==> config.mk <==
export PLATFORM = sky130hd
export DESIGN_NAME = regfile_256_rd_ctrl
export DESIGN_NICKNAME = d
export VERILOG_FILES = /design/src/rtl/regfile_pkg.sv /design/src/rtl/regfile_rsp_fifo.sv /design/src/rtl/regfile_256_rd_ctrl.sv
export SDC_FILE = /design/constraint.sdc
export NUM_CORES = 1
export LEC_CHECK = 0
export ABC_AREA = 1
export ABC_CLOCK_PERIOD_IN_PS = 4010
export CAP_MARGIN = 40
export CORE_UTILIZATION = 40
export CTS_CLUSTER_SIZE = 20
export DETAILED_ROUTE_END_ITERATION = 8
export PLACE_DENSITY = 0.69
export SKIP_CTS_REPAIR_TIMING = 1
export SKIP_LAST_GASP = 1
export SLEW_MARGIN = 5
export SYNTH_ARGS = -nofsm -noshare
export SYNTH_HDL_FRONTEND = slang
export SYNTH_SLANG_ARGS = --single-unit
==> constraint.sdc <==
create_clock -name clock -period 4.01 [get_ports clock]
set_clock_uncertainty 0.2 [all_clocks]
set_input_delay 0.401 -clock clock [delete_from_list [all_inputs] [get_ports clock]]
set_output_delay 0.401 -clock clock [all_outputs]
set_load 0.05 [all_outputs]
==> src/rtl/regfile_pkg.sv <==
// Shared register-file constants and the response record carried by the
// read front-end and its response queue.
package regfile_pkg;

  localparam int RF_ADDR_W = 8;
  localparam int RF_DATA_W = 64;
  localparam int RF_RD_LAT = 3;
  localparam int RF_TAG_W  = 4;

  typedef struct packed {
    logic [RF_DATA_W-1:0] data;
    logic [RF_TAG_W-1:0]  tag;
  } rf_rsp_t;

endpackage

==> src/rtl/regfile_rsp_fifo.sv <==
// Response queue: DEPTH-entry FIFO with modulo-DEPTH pointers, legal
// push+pop at any occupancy, occupancy count exported for credit tracking.
module regfile_rsp_fifo
  import regfile_pkg::*;
#(
  parameter int DEPTH = 8,
  parameter int CNT_W = $clog2(DEPTH + 1)
) (
  input  logic             clock,
  input  logic             reset,
  input  logic             push,
  input  rf_rsp_t          push_item,
  input  logic             pop,
  output logic             out_valid,
  output rf_rsp_t          out_item,
  output logic [CNT_W-1:0] count
);

  localparam int PTR_W = $clog2(DEPTH);

  rf_rsp_t          mem_r [DEPTH];
  logic [PTR_W-1:0] wr_ptr_r;
  logic [PTR_W-1:0] rd_ptr_r;
  logic [CNT_W-1:0] count_r;
  logic [CNT_W-1:0] count_nxt_s;
  logic             pop_s;

  function automatic logic [PTR_W-1:0] ptr_inc(input logic [PTR_W-1:0] p);
    return (p == PTR_W'(DEPTH - 1)) ? PTR_W'(0) : p + PTR_W'(1);
  endfunction

  assign pop_s = pop & (count_r != CNT_W'(0));

  // Occupancy update from the push/pop pair.
  always_comb begin
    count_nxt_s = count_r;
    case ({push, pop_s})
      2'b10:   count_nxt_s = count_r + CNT_W'(1);
      2'b01:   count_nxt_s = count_r - CNT_W'(1);
      default: count_nxt_s = count_r;
    endcase
  end

  // Storage, pointers and count.
  always_ff @(posedge clock) begin
    if (reset) begin
      wr_ptr_r <= '0;
      rd_ptr_r <= '0;
      count_r  <= '0;
      for (int i = 0; i < DEPTH; i++) mem_r[i] <= '0;
    end else begin
      if (push) begin
        mem_r[wr_ptr_r] <= push_item;
        wr_ptr_r        <= ptr_inc(wr_ptr_r);
      end
      if (pop_s) begin
        rd_ptr_r <= ptr_inc(rd_ptr_r);
      end
      count_r <= count_nxt_s;
    end
  end

  assign out_valid = (count_r != CNT_W'(0));
  assign out_item  = mem_r[rd_ptr_r];
  assign count     = count_r;

endmodule

==> src/rtl/regfile_256_rd_ctrl.sv <==
// Read front-end for the 256x64 1W1R register file: tagged requests, a
// 3-stage tracking pipe with late-write bypass, and a credit-guarded FIFO.
module regfile_256_rd_ctrl
  import regfile_pkg::*;
#(
  parameter int TAG_W = RF_TAG_W,
  parameter int DEPTH = 8
) (
  input  logic                 clock,
  input  logic                 reset,
  input  logic                 req_valid,
  output logic                 req_ready,
  input  logic [RF_ADDR_W-1:0] req_addr,
  input  logic [TAG_W-1:0]     req_tag,
  output logic                 rsp_valid,
  input  logic                 rsp_ready,
  output logic [RF_DATA_W-1:0] rsp_data,
  output logic [TAG_W-1:0]     rsp_tag,
  input  logic                 wr_valid,
  input  logic [RF_ADDR_W-1:0] wr_addr,
  input  logic [RF_DATA_W-1:0] wr_data,
  output logic [RF_ADDR_W-1:0] rf_raddr0,
  output logic                 rf_wena,
  output logic [RF_ADDR_W-1:0] rf_waddr,
  output logic [RF_DATA_W-1:0] rf_wdata,
  input  logic [RF_DATA_W-1:0] rf_rdata0
);

  localparam int CNT_W = $clog2(DEPTH + 1);
  localparam int OUT_W = $clog2(DEPTH + 4);

  logic                 accept_s;
  logic                 req_ready_s;
  logic                 bypass_hit_s;
  logic [OUT_W-1:0]     outstanding_s;
  logic                 fifo_valid_s;
  logic [CNT_W-1:0]     fifo_count_s;
  rf_rsp_t              push_rsp_s;
  rf_rsp_t              head_rsp_s;

  logic                 s1_valid_r, s2_valid_r, s3_valid_r;
  logic [RF_ADDR_W-1:0] s1_addr_r, s2_addr_r;
  logic [TAG_W-1:0]     s1_tag_r, s2_tag_r, s3_tag_r;
  logic                 s3_hit_r;
  logic [RF_DATA_W-1:0] s3_byp_r;

  // Credits cover every read between issue and pop, so a push never meets a full FIFO.
  assign outstanding_s = OUT_W'(s1_valid_r) + OUT_W'(s2_valid_r) + OUT_W'(s3_valid_r)
                       + OUT_W'(fifo_count_s);
  assign req_ready_s   = (outstanding_s < OUT_W'(DEPTH)) & ~reset;
  assign accept_s      = req_valid & req_ready_s;
  assign req_ready     = req_ready_s;

  assign rf_raddr0 = req_addr;
  assign rf_wena   = wr_valid & ~reset;
  assign rf_waddr  = wr_addr;
  assign rf_wdata  = wr_data;

  // The array misses only a write landing while the read sits in stage 2.
  assign bypass_hit_s = s2_valid_r & wr_valid & (wr_addr == s2_addr_r);

  // Request tracking pipe aligned with the array read latency.
  always_ff @(posedge clock) begin
    if (reset) begin
      s1_valid_r <= 1'b0;
      s2_valid_r <= 1'b0;
      s3_valid_r <= 1'b0;
      s1_addr_r  <= '0;
      s2_addr_r  <= '0;
      s1_tag_r   <= '0;
      s2_tag_r   <= '0;
      s3_tag_r   <= '0;
      s3_hit_r   <= 1'b0;
      s3_byp_r   <= '0;
    end else begin
      s1_valid_r <= accept_s;
      s1_addr_r  <= req_addr;
      s1_tag_r   <= req_tag;
      s2_valid_r <= s1_valid_r;
      s2_addr_r  <= s1_addr_r;
      s2_tag_r   <= s1_tag_r;
      s3_valid_r <= s2_valid_r;
      s3_tag_r   <= s2_tag_r;
      s3_hit_r   <= bypass_hit_s;
      s3_byp_r   <= wr_data;
    end
  end

  // Response record entering the FIFO from stage 3.
  always_comb begin
    push_rsp_s      = '0;
    push_rsp_s.data = s3_hit_r ? s3_byp_r : rf_rdata0;
    push_rsp_s.tag  = RF_TAG_W'(s3_tag_r);
  end

  regfile_rsp_fifo #(
    .DEPTH (DEPTH),
    .CNT_W (CNT_W)
  ) u_rsp_fifo (
    .clock     (clock),
    .reset     (reset),
    .push      (s3_valid_r),
    .push_item (push_rsp_s),
    .pop       (rsp_ready),
    .out_valid (fifo_valid_s),
    .out_item  (head_rsp_s),
    .count     (fifo_count_s)
  );

  assign rsp_valid = fifo_valid_s;
  assign rsp_data  = head_rsp_s.data;
  assign rsp_tag   = TAG_W'(head_rsp_s.tag);

endmodule

=== Yosys cells after proc, flatten, opt, wreduce, memory -nomap -nowiden ===
Memory sizes are Yosys's and may differ from the RTL's. A register that Yosys moved wholly into a read port is not among the register bits.
Cells that the tools add are included.

* Register bits: 106
* RAM bits: 544
* Input bits: 153
* Output and inout bits: 151
* Logic and storage cells: 51
* Memories kept: 1

* $add $sub $neg: 7
* $lt $le $gt $ge: 1
* Equal/unequal tests: 5
* Multiplexer cells: 14
* Bitwise gates (word level): 7
* Reductions and logical operators: 3

{| class="wikitable"
|+ Memories
! name !! depth !! width !! rd ports !! clocked after memory_dff !! write ports !! RTL line !! source
|-
| u_rsp_fifo.mem_r || 8 || 68 || 1 || 1 || 8 || regfile_rsp_fifo.sv:21 || <nowiki>rf_rsp_t mem_r [DEPTH];</nowiki>
|}

{| class="wikitable"
|+ Operators with widths
! kind !! number
|-
| 68-bit two-way mux || 1
|-
| 68-bit OR reduction || 1
|-
| 64-bit two-way mux || 1
|-
| 3-bit two-way mux || 5
|-
| 8-bit equality test || 1
|-
| 4-bit one-hot mux with 2 select lines || 1
|-
| 3-bit by 1-bit adder with 3-bit output, second input constant || 2
|-
| 1-bit AND || 6
|-
| 3-bit equality test, second input constant || 2
|-
| 1-bit two-way mux || 6
|-
| 3-bit by 4-bit adder with 4-bit output || 1
|-
| 4-bit by 1-bit adder with 4-bit output, second input constant || 1
|-
| 4-bit less-than comparator, second input constant || 1
|-
| 4-bit nonzero test || 1
|-
| 4-bit by 1-bit subtractor with 4-bit output, second input constant || 1
|-
| 2-bit by 1-bit adder with 3-bit output || 1
|-
| 1-bit by 1-bit adder with 2-bit output || 1
|-
| 2-bit by 1-bit equality test with 1-bit output, second input constant || 1
|-
| 2-bit equality test, second input constant || 1
|-
| 2-bit nonzero test || 1
|-
| 1-bit NOT || 1
|}

=== Longest topological paths before layout ===
* Depth after elaboration: 6
* Mapped depth: 14
* Gate-level depth less buffers: 14

=== Hierarchy ===
Synthesis repeated with hierarchy kept, for this count alone.

* Cell total of the unflattened synthesis: 2,796
* Area total of the unflattened synthesis: 28,975.3 µm²

{| class="wikitable"
|+ Modules (own cells, without submodules)
! module !! instances !! cells an instance !! area an instance (µm²) !! sequential area each (µm²)
|-
| regfile_rsp_fifo || 1 || 2,298 || 24,372.1 || 16,595.9
|-
| regfile_256_rd_ctrl || 1 || 498 || 4,603.2 || 1,921.8
|}

=== Worst setup path after synthesis ===
Ideal clock, no wire load.

* Path kind: input-to-reg
* Start point: input reset
* End point: memory u_rsp_fifo.mem_r[1][0] in the netlist's numbering (enable)
* Library setup time: 0.428 ns
* Arrival: 2.649 ns
* Required time: 3.382 ns
* Path slack: 0.734 ns
* Stages on the path: 6
* Buffers on the path: 3
* Path through: buf_2 nor2_2 nand2_1 buf_2 buf_2 nand2_1

{| class="wikitable"
|+ RTL lines
! item !! RTL line !! source
|-
| start, declared || regfile_256_rd_ctrl.sv:10 || <nowiki>input logic reset,</nowiki>
|-
| end, declared || regfile_rsp_fifo.sv:21 ||
|}

==> out/qor.yml <==
outcome: "complete, no violations"
path_cells: "buf_16 -> nor2_1 -> nor2_1 -> o21ai_0 -> o21ai_0 -> nand2_1 -> nand2_1 -> clkdlybuf4s50_1"
antenna_cells: 0
synth-edff-count: 544
worstMarginPinSlew_ps: 889
finalHoldViolCount: 0
synth_common_cells: "928 x nor2_1, 544 x edfxtp_1, 259 x o21ai_0"
final_nets: 3064
worstSetupPathType: "flop to primary output"
wl_per_cell_um: 18.8
initialDrtViolationCount: 1627
tns_ps: 0
ant_nets: 0
synth_top_area_frac: 0.578
path_buf_inv: 2
slowest_stage: "clkdlybuf4s50_1"
clockRootBuffer: "clkbuf_16"
use_met1: 0.266
ir_drop_v: 0.000521
synth_cells: 2718
rsz0062_at_grt: "false"
drc: 0
start_kind: "flop"
clock_latency_ps: 610
ios: 304
worstPathRequired_ps: 3410
max_slew_margin: 0.390
cts_buffers: 70
yosysWarnings: 0
synth.area.top_cells: "edfxtp_1 58%, nor2_1 12%, dfxtp_1 7.7%, mux2i_1 4.7%, o21ai_0 4.6%"
crit_fanout: 131
ys_async_sr_fraction: 0
first_global_vias: 19000
worstHoldStart: "reset"
crit_arrival_ps: 3200
start_util: 0.404
coreArea_um2: 69900
cts_tree: "built"
min_path_type: "primary input to flop"
cpPeakStageDelay_ps: 810
antenna_found_initial: 2
synthesis.nets: 2880
multiInputGateArea_um2: 7930
die_area_um2: 71700
ff2ff_setup_slack_ps: 1420
finalSetupViolCount: 0
die_width_um: 268
drtPass1Iterations: 6
cp-end-kind: "primary output"
ys_seq_elements: 653
track_usage: 0.202
finalCritPeriodShare: 0.949
maxSlewViolCount: 0
die_y_um: 268
drive_above_1_share: 0.0602
power_mw: 21.4
grt_start_max_net_pins: 132
grt_pass1_wl_mm: 111
gp_congestion: 0.761
synth.distinct_cells: 29
layout.area.seq_um2: 18500
cts_max_level: 3
power.static_leakage_nw: 12.9
met3_usage: 0.0356
syn_avg_cell_area_um2: 10.4
clock_sinks: 653
via_per_inst: 5.12
period_minus_slack_ps: 3810
met2_usage: 0.338
power.density_nw_per_um2: 627
fill_cells: 6354
place_hpwl_mm: 40.5
vias: 20000
yosys.area.top_type: "edfxtp_1"
ys.flop_type: "edfxtp_1"
reg2reg_from: "s3_valid_r$_SDFF_PP0_"
cap_violations: 0
cts_buffer_depth: 3
clkSlewWorstSetupHoldPaths_ps: 60
syn_area_um2: 28300
row_count: 97
critical_path.top_delay_family: "buffers and inverters"
yosysSeqAreaShare: 0.655
synth_most_common_cell: "nor2_1"
grt.overflow.total: 0
portBuffers: 303
wirelength_mm: 73.4
top_usage_layer: "met2"
fmaxAchievable_mhz: 263
areaGrowthSynthToFinish_pct: 21.1
worst paths after layout:
kind	endpoint	depth (start not counted)
setup reg to reg	u_rsp_fifo.mem_r[5][39]$_SDFFCE_PN0P_	5
setup / recovery	rsp_data[50]	8
hold / removal	s1_tag_r[3]$_SDFF_PP0_	2
hold reg to reg	s2_addr_r[6]$_SDFF_PP0_	2
sequential cells by signal (all words and copies together) (netlist names), named ones only:
| signal | flops |
|---|---|
| s1_addr_r | 8 |
| s1_tag_r | 4 |
| s1_valid_r | 1 |
| s2_addr_r | 8 |
| s2_tag_r | 4 |
| s2_valid_r | 1 |
| s3_byp_r | 64 |
| s3_hit_r | 1 |
| s3_tag_r | 4 |
| s3_valid_r | 1 |
| u_rsp_fifo.count | 4 |
| u_rsp_fifo.mem_r | 544 |
| u_rsp_fifo.rd_ptr_r | 3 |
| u_rsp_fifo.wr_ptr_r | 3 |
report_power, final:
part           internal [mW]  switching [mW]
clock                   3.75            2.63
combinational           2.23            5.06
sequential              7.63           0.150
layer usage:
metal / wire length, um / share of wire
met1: 30600 / 0.42
met5: 27 / 0.00037
met4: 1660 / 0.023
met2: 35900 / 0.49
met3: 5150 / 0.070
cell families after synthesis:
group / share of synthesized area
multiplexers: 0.0468
XOR/XNOR: 0.00186
adder cells (fa/ha/maj): 0.00425
flip-flops: 0.655
AO/OA/AOI/OAI: 0.0665
buffers and inverters: 0.0664
AND/OR/NAND/NOR: 0.159
cell usage in the layout, fill, tap and decap left out, types with 16 or more instances in the layout:
master             n
edfxtp_1         544
clkbuf_16         73
dfxtp_1          105
mux2i_1          132
buf_4             37
nor2_1           928
o22ai_1           68
o21ai_0          259
nand2_1          225
clkinv_1          19
inv_1            122
clkbuf_1          19
clkdlybuf4s50_1  301
buf_12            16
o21ai_1           22
metrics by stage:
| step | cell area (um^2) | util | setup slack, ps | std cells | hold slack [ps] |
|---|---|---|---|---|---|
| floorplan | 28300 | - | 734 | 2718 | 188 |
| global placement | 31700 | 0.453 | 766 | 3753 | 189 |
| detailed placement | 32000 | 0.457 | 802 | 3770 | 193 |
| CTS | 34200 | 0.489 | 147 | 3897 | 82.0 |
| global route | 34200 | 0.490 | 15.9 | 3897 | 108 |
| finish | 34200 | 0.490 | 205 | 3897 | 87.2 |
worst register-to-register path, cell delays in order, from the launching register on:
cell and delay, ps:
dfxtp_1 440, nand2_1 140, nor2_2 240, nand2_2 380, nand2_4 370, buf_12 410
cell type report:
| type | count | share of cell area |
|---|---|---|
| Clock buffer | 93 | 0.0559 |
| Multi-Input combinational cell | 1688 | 0.232 |
| Inverter | 125 | 0.0139 |
| Clock inverter | 34 | 0.00951 |
| Timing Repair Buffer | 364 | 0.113 |
| Tap cell | 940 | 0.0344 |
| Sequential cell | 653 | 0.541 |
No activity file was read; power rests on OpenSTA's default activity.
